## src/rtl/saph_span_coeff_gen.sv

```systemverilog
// -----------------------------------------------------------------------------
// saph_span_coeff_gen
//
// Walks a blend coefficient across a span of pixels. A span command gives a
// pixel count, an 8.8 start coefficient and an 8.8 per-pixel step (added or
// subtracted). One beat per pixel is emitted with a valid/ready handshake.
// The coefficient accumulator saturates instead of wrapping.
//
// Ports
//   clk        rising-edge clock
//   rst_n      asynchronous active-low reset
//   cmd_valid  span command offered
//   cmd_ready  command accepted when high together with cmd_valid
//   cmd_len    pixel count (0 = empty span, consumed without beats)
//   cmd_start  initial coefficient, unsigned 8.8
//   cmd_step   per-pixel increment magnitude, unsigned 8.8
//   cmd_dec    1 = subtract step per pixel, 0 = add
//   px_valid   pixel beat present
//   px_ready   downstream accepts beat
//   px_coeff   integer part of the accumulator for this pixel
//   px_index   zero-based pixel index within the span
//   px_last    beat is the final pixel of the span
//   busy       high while a span is in progress
// -----------------------------------------------------------------------------
module saph_span_coeff_gen #(
    parameter int LEN_W = 12
) (
    input  logic             clk,
    input  logic             rst_n,
    input  logic             cmd_valid,
    output logic             cmd_ready,
    input  logic [LEN_W-1:0] cmd_len,
    input  logic [15:0]      cmd_start,
    input  logic [15:0]      cmd_step,
    input  logic             cmd_dec,
    output logic             px_valid,
    input  logic             px_ready,
    output logic [7:0]       px_coeff,
    output logic [LEN_W-1:0] px_index,
    output logic             px_last,
    output logic             busy
);

    typedef enum logic {
        IDLE = 1'b0,
        RUN  = 1'b1
    } state_t;

    localparam logic [LEN_W-1:0] ONE = LEN_W'(1);

    state_t           state;
    logic [15:0]      acc;
    logic [15:0]      step_q;
    logic             dec_q;
    logic [LEN_W-1:0] idx;
    logic [LEN_W-1:0] rem;
    logic             valid_q;
    logic             busy_q;

    logic             beat_accept;
    logic             last_accept;
    logic             load;
    logic [16:0]      sum17;
    logic [16:0]      diff17;
    logic [15:0]      acc_next;

    assign beat_accept = valid_q & px_ready;
    assign last_accept = beat_accept & (rem == ONE);

    // A new command may only enter while idle or in the very cycle the last
    // beat leaves, which is what lets back-to-back spans run without a bubble.
    assign cmd_ready = (state == IDLE) | last_accept;
    assign load      = cmd_valid & cmd_ready & (cmd_len != '0);

    // Saturating accumulator update; the 17th bit is the carry/borrow.
    always_comb begin
        // NOTE: every always_comb output gets a default first so no path can
        // leave it unassigned and infer a latch.
        acc_next = acc;
        sum17    = {1'b0, acc} + {1'b0, step_q};
        diff17   = {1'b0, acc} - {1'b0, step_q};
        if (dec_q) begin
            acc_next = diff17[16] ? 16'h0000 : diff17[15:0];
        end else begin
            acc_next = sum17[16] ? 16'hFFFF : sum17[15:0];
        end
    end

    // NOTE: sequential state uses non-blocking assignments only, so every
    // register samples the pre-edge values of its neighbours.
    always_ff @(posedge clk or negedge rst_n) begin
        if (!rst_n) begin
            state   <= IDLE;
            acc     <= '0;
            step_q  <= '0;
            dec_q   <= 1'b0;
            idx     <= '0;
            rem     <= '0;
            valid_q <= 1'b0;
            busy_q  <= 1'b0;
        end else if (load) begin
            // Covers both a fresh start from IDLE and the seamless hand-over
            // when the previous span's last beat is accepted this cycle.
            state   <= RUN;
            acc     <= cmd_start;
            step_q  <= cmd_step;
            dec_q   <= cmd_dec;
            idx     <= '0;
            rem     <= cmd_len;
            valid_q <= 1'b1;
            busy_q  <= 1'b1;
        end else if (state == RUN && beat_accept) begin
            if (rem == ONE) begin
                // Clearing rem keeps px_last low while idle.
                state   <= IDLE;
                rem     <= '0;
                valid_q <= 1'b0;
                busy_q  <= 1'b0;
            end else begin
                acc <= acc_next;
                idx <= idx + ONE;
                rem <= rem - ONE;
            end
        end
    end

    assign px_valid = valid_q;
    assign px_coeff = acc[15:8];
    assign px_index = idx;
    assign px_last  = (rem == ONE);
    assign busy     = busy_q;

endmodule

```

## config.mk

```make
export PLATFORM = sky130hd
export DESIGN_NAME = saph_span_coeff_gen
export DESIGN_NICKNAME = d
export VERILOG_FILES = /design/src/rtl/saph_span_coeff_gen.sv
export SDC_FILE = /design/constraint.sdc
export NUM_CORES = 1
export LEC_CHECK = 0
export CAP_MARGIN = 15
export CORE_ASPECT_RATIO = 0.6
export CORE_UTILIZATION = 30
export DETAILED_ROUTE_END_ITERATION = 8
export GPL_TIMING_DRIVEN = 0
export HOLD_SLACK_MARGIN = 0.08
export PLACE_DENSITY = 0.59
export RECOVER_POWER = 100
export SETUP_SLACK_MARGIN = 0.2
export SLEW_MARGIN = 25
export SYNTH_ARGS = -nofsm -noshare
export SYNTH_HDL_FRONTEND = slang
export SYNTH_SLANG_ARGS = --single-unit
```

## constraint.sdc

```tcl
create_clock -name clk -period 2.3 [get_ports clk]
set_input_delay 0.46 -clock clk [delete_from_list [all_inputs] [get_ports clk]]
set_output_delay 0.46 -clock clk [all_outputs]
set_load 0.01 [all_outputs]
```

# Yosys cells after proc, flatten, opt, wreduce, memory -nomap -nowiden
# Cells that the tools add are included.
[word_totals] regBits=58 inputBits=49 out_inout_bits=24 wordCells=39
[classes] mux=15 n_eq_ne=2 addsub=4 bitwise_logic=6 n_reduce_logical=6
[ops] cell="16-bit 2-to-1 mux" count=6
[ops] cell="12-bit 2-to-1 mux" count=6
[ops] cell="16-bit by 16-bit adder with 17-bit output" count=1
[ops] cell="16-bit by 16-bit subtractor with 17-bit output" count=1
[ops] cell="12-bit by 1-bit adder with 12-bit output, second input constant" count=1
[ops] cell="12-bit by 1-bit == test with 1-bit output, second input constant" count=1
[ops] cell="12-bit nonzero test" count=1
[ops] cell="12-bit by 1-bit subtractor with 12-bit output, second input constant" count=1
[ops] cell="1-bit AND" count=4
[ops] cell="2-bit AND reduction" count=2
[ops] cell="2-bit nonzero test" count=2
[ops] cell="1-bit 2-to-1 mux" count=3
[ops] cell="2-bit by 1-bit inequality test with 1-bit output, second input constant" count=1
[ops] cell="1-bit logical AND" count=1
[ops] cell="1-bit inverter" count=1
[ops] cell="1-bit OR" count=1

# Longest topological paths before layout
[logic_depth] word_depth=7 ltp_mapped=11

# Worst setup path after synthesis
# Ideal clock, no wire load.
[synth_timing] path_type="register to register" start="register acc[0]" end="register acc[5]" n_path_buf=0 arrival_ps=2432 t_required_ps=2223 slack_ps=-209 stages_incl_launch_ff=12 setup_ps=77 synth_period_minus_slack_ps=2509 cell_sequence="dfrtp_1 -> inv_1 -> ha_1 -> fa_1 -> nor2b_2 -> o2111ai_1 -> nand4_1 -> a31oi_4 -> or2_1 -> or3_1 -> a21o_1 -> a21oi_1"
[synth_between] elab_chain_cells=6 word_cells_on_any_way=8 classes_between="2 x add/sub; 6 x mux"
[synth_lines] element="from (decl)" line="52" rtl="logic [15:0] acc;"
[synth_lines] element="from (signal assigned)" line="105" rtl="acc <= cmd_start;"
[synth_lines] element="from (signal assigned)" line="120" rtl="acc <= acc_next;"
[synth_lines] element="16-bit by 16-bit adder with 17-bit output or 16-bit by 16-bit subtractor with 17-bit output (tied branches)" line="80, 81"
[synth_lines] element="16-bit 2-to-1 mux, on equally long branches" line="85, 83"
[synth_lines] element="16-bit 2-to-1 mux *" line="82" rtl="if (dec_q) begin"
[synth_lines] element="16-bit 2-to-1 mux *" line="113" rtl="if (rem == ONE) begin"
[synth_lines] element="16-bit 2-to-1 mux *" line="112" rtl="end else if (state == RUN && beat_accept) begin"
[synth_lines] element="16-bit 2-to-1 mux *" line="101" rtl="end else if (load) begin"
# Every way passes the cells marked *; elsewhere a longest branch is shown, timed or not. The select of a mux whose other input is x is not followed.
# A chain may end at the register's enable or synchronous reset.

# Final worst setup path
[layout_timing] start="register step_q[6]" end="register acc[15]"
[layout_between] elab_chain_cells=6 word_cells_on_any_way=8 classes_between="2 x add/sub; 6 x mux"
[layout_lines] element="from (decl)" line="53" rtl="logic [15:0] step_q;"
[layout_lines] element="from (signal assigned)" line="106" rtl="step_q <= cmd_step;"
[layout_lines] element="16-bit by 16-bit adder with 17-bit output or 16-bit by 16-bit subtractor with 17-bit output (tied branches)" line="80, 81"
[layout_lines] element="16-bit 2-to-1 mux, on equally long branches" line="85, 83"
[layout_lines] element="16-bit 2-to-1 mux *" line="82"
[layout_lines] element="16-bit 2-to-1 mux *" line="113"
[layout_lines] element="16-bit 2-to-1 mux *" line="112"
[layout_lines] element="16-bit 2-to-1 mux *" line="101"
# Marks and branches as above.

==> metrics.txt <==
sequential power share=14.3%; vias per inst=5.59; skew final=0.00599 ns; internal power=7.09 mW; WP buf/inv=2; Routed Antenna Nets=0; P per Cell Area=1860 nW/um2; Peak Freq=359 MHz; clock slew at reported path FFs=approximately 0.06 ns; global-route wire length before repair=27900 um; io pins=73; Post-Layout Inst Area=approximately 7500 um2; Clock Tree Buf Depth=2; vias in the first global route=between 4000 and 5000; clock sinks=58; Die Height=99.1 um; Area Growth Syn to Fin=58.3%; Syn Inst Count=around 570; RSZ-0062 raised after global routing=true; Clk pwr share=10.4%; Skew-Pair Late Insertion Delay=0.34 ns; max-cap violations=0; Core Area=approximately 15000 um2; Post-synth top flop=dfrtp_1; Post-DP Area=5820 um2; Ys Warns=0; Row Count=35; H-tree depth=3; Post-synth top cells=58 x dfrtp_1, 56 x nand2_1, 49 x o21ai_0, 43 x nor2_1, 37 x a21oi_1; CP Cell Sequence=inv_1 -> ha_1 -> buf_4 -> a211oi_2 -> o21bai_1 -> a21o_1 -> a21oi_2 -> nand2_2 -> a311oi_4 -> mux2_4 -> a31oi_2; Fill cells=1445; Crit-path slowest cell=a311oi_4; Slew Viols, Final=0; Routed WL=around 19000 um; grt ovf=0; final core utilization=around half; Lkg Pwr=3.20 nW; Sw Ratio=between 40% and 50%; FF+latch count, synth=a little under 60; GRT Total Usage=22.9%; Worst Setup Path Type=flop to flop; sw power=between 6 and 7 mW; max incr delay on CP=approximately 0.44 ns; synth unique cells=79; logic gate share of total power=75.3%; # diodes=0; cell taking the most area after synthesis=dfrtp_1; CP required=2.56 ns; Worst-Margin Slew=1.34 ns; failing checks=setup timing; CTS Buf Count=9; Iter 0 DRT Violations=490; Post-route DRC=0; Initial Util=30.7%; HP Class=flop to flop; Setup WS post-layout=-0.484 ns; number of flops mapped to enable cells by yosys=0; Vias=5206; post-synthesis sequential area ratio=30.8%; TritonCTS clock tree=done; Final period util=121%; synthesized area=4720 um2; input/output buffers=72; final hold viol count=0; Layout Nets=811; slew margin rel.=around a tenth; WP data arrival=3.04 ns; minimum clock period after layout=2.78 ns; antenna violations before repair=0; die area=16200 um2; share of cells above drive strength 1=between 30% and 40%; Top delay family on crit path=compound AO/OA/AOI/OAI gates; top cell type's share of synthesized area=a little under a third; Post-DP HPWL=12900 um; VDD IR max=0.808 mV; CTS root buf=clkbuf_16; CP Max Fanout=9; pin count of the biggest net entering global routing=38; Synth async-reset ratio=100%; Syn Nets=658; most instantiated library cell after synthesis=dfrtp_1; die width=164 um; Worst setup SP type=flop; Avg Inst Size Synth=8.26 um2; status=finished, violations left; final setup fails=23; top cells by area, synth=dfrtp_1 31%, ha_1 9.6%, o21ai_0 5.2%, nand2_1 4.5%, a21oi_1 3.9%; wire per inst=a little over 20 um; global placer's final weighted congestion=0.995; TritonRoute pass-1 iters=5; Crit. End Element=flop
## repair_timing
action,4_1_cts,5_1_grt
hold endpoints to repair,21,0
gates resized for setup,83,128
buffers inserted,33,29
endpoints found under the setup margin,60,56
pin swaps,43,50
hold buffers,1,0
cloned,0,6
## power by group through the flow
stage	clock, mW	combinational [mW]	sequential [mW]
2_1_floorplan	0	5.46	1.86
3_3_place_gp	0	7.35	1.95
3_5_place_dp	0	7.51	1.98
4_1_cts	1.46	8.98	1.99
5_1_grt	1.51	11.0	2.06
6_report	1.44	10.5	1.99
## path summary, 6_finish.rpt
kind / startpoint / end / slack (ns) / cells after the start
setup / recovery: step_q[6] / acc[15] / -0.48 / 11
max in group asynchronous: rst_n / rem[0] / 0.35 / 3
hold / removal: step_q[0] / step_q[0] / 0.54 / 2
setup reg to reg: step_q[6] / acc[15] / -0.48 / 11
min in group asynchronous: rst_n / rem[3] / 0.94 / 2
hold reg to reg: step_q[0] / step_q[0] / 0.54 / 2
## cells by family after synthesis
logic type / count (synthesis) / synth area share (%)
xor+xnor: 15 / 2.79
fa+ha+maj: 38 / 10.4
mux: 4 / 0.902
buf+inv: 76 / 7.67
simple gates: 200 / 21.4
flops: 58 / 30.8
compound gates: 180 / 26.0
## worst reg2reg max path: stages (launching register included)
cell and delay, ns:
dfrtp_1 0.40, inv_1 0.10, ha_1 0.23, buf_4 0.17, a211oi_2 0.21, o21bai_1 0.12
a21o_1 0.21, a21oi_2 0.18, nand2_2 0.11, a311oi_4 0.44, mux2_4 0.35, a31oi_2 0.19
## area by class of cell
class / count / area (um2) / share of cell area (%)
multi-input cells: 437 / 3560 / 47.7
repair buffers: 142 / 1380 / 18.4
inverters: 37 / 139 / 1.86
clock buffers: 12 / 256 / 3.44
well taps: 203 / 254 / 3.40
plain buffers: 39 / 370 / 4.96
clock inverters: 4 / 50.0 / 0.671
flip-flops and latches: 58 / 1460 / 19.5
## registers in the layout, summed over array words and instances, names as in the netlist
name	cells
acc	16
dec_q	1
px_index	12
px_valid	1
rem	12
step_q	16
## layer usage
metal  global-route usage (%)  part of all wire, %  up-vias
met3                     4.34                  8.2       31
met1                     34.6                   47     2555
li1                         -                    -     2362
met2                     33.1                   43      258
met5                        0                    0        -
met4                     5.27                  1.5        0
## cell usage in the layout (no fill, tap or decap), types with 5 or more instances in the layout
cell              n
buf_4            68
dfrtp_1          53
clkdlybuf4s50_1  49
nand2_1          40
nor2_1           33
inv_1            30
ha_1             28
o21ai_0          26
a21oi_1          25
nor3_1           21
dlygate4sd3_1    21
o21ai_1          20
buf_6            17
clkbuf_16        14
o21ai_2          13
nand2_4          11
and3_1           10
a21oi_2           9
nand3_1           9
a21o_1            8
or3_1             8
xnor2_1           8
inv_2             7
nor2b_1           7
xor2_1            7
clkbuf_1          6
nor2_2            6
nor2_4            6
nor4_1            6
o21a_1            6
buf_12            6
nand2_2           6
ha_4              6
a31oi_1           5
dfrtp_2           5
## per-stage QoR
step / setup TNS (ns) / hold WS, ns / total power [mW] / setup WS [ns] / cells
final: -7.06 / 0.541 / 13.9 / -0.484 / 932
after global routing: -11.57 / 0.563 / 14.6 / -0.518 / 932
after global placement: -88.66 / 0.535 / 9.30 / -1.31 / 846
after floorplan: -0.341 / 0.164 / 7.32 / -0.112 / 571
after detailed placement: -15.63 / 0.383 / 9.49 / -0.864 / 847
after CTS: -5.29 / 0.562 / 12.4 / -0.417 / 897
(Power assumes the default switching activity.)
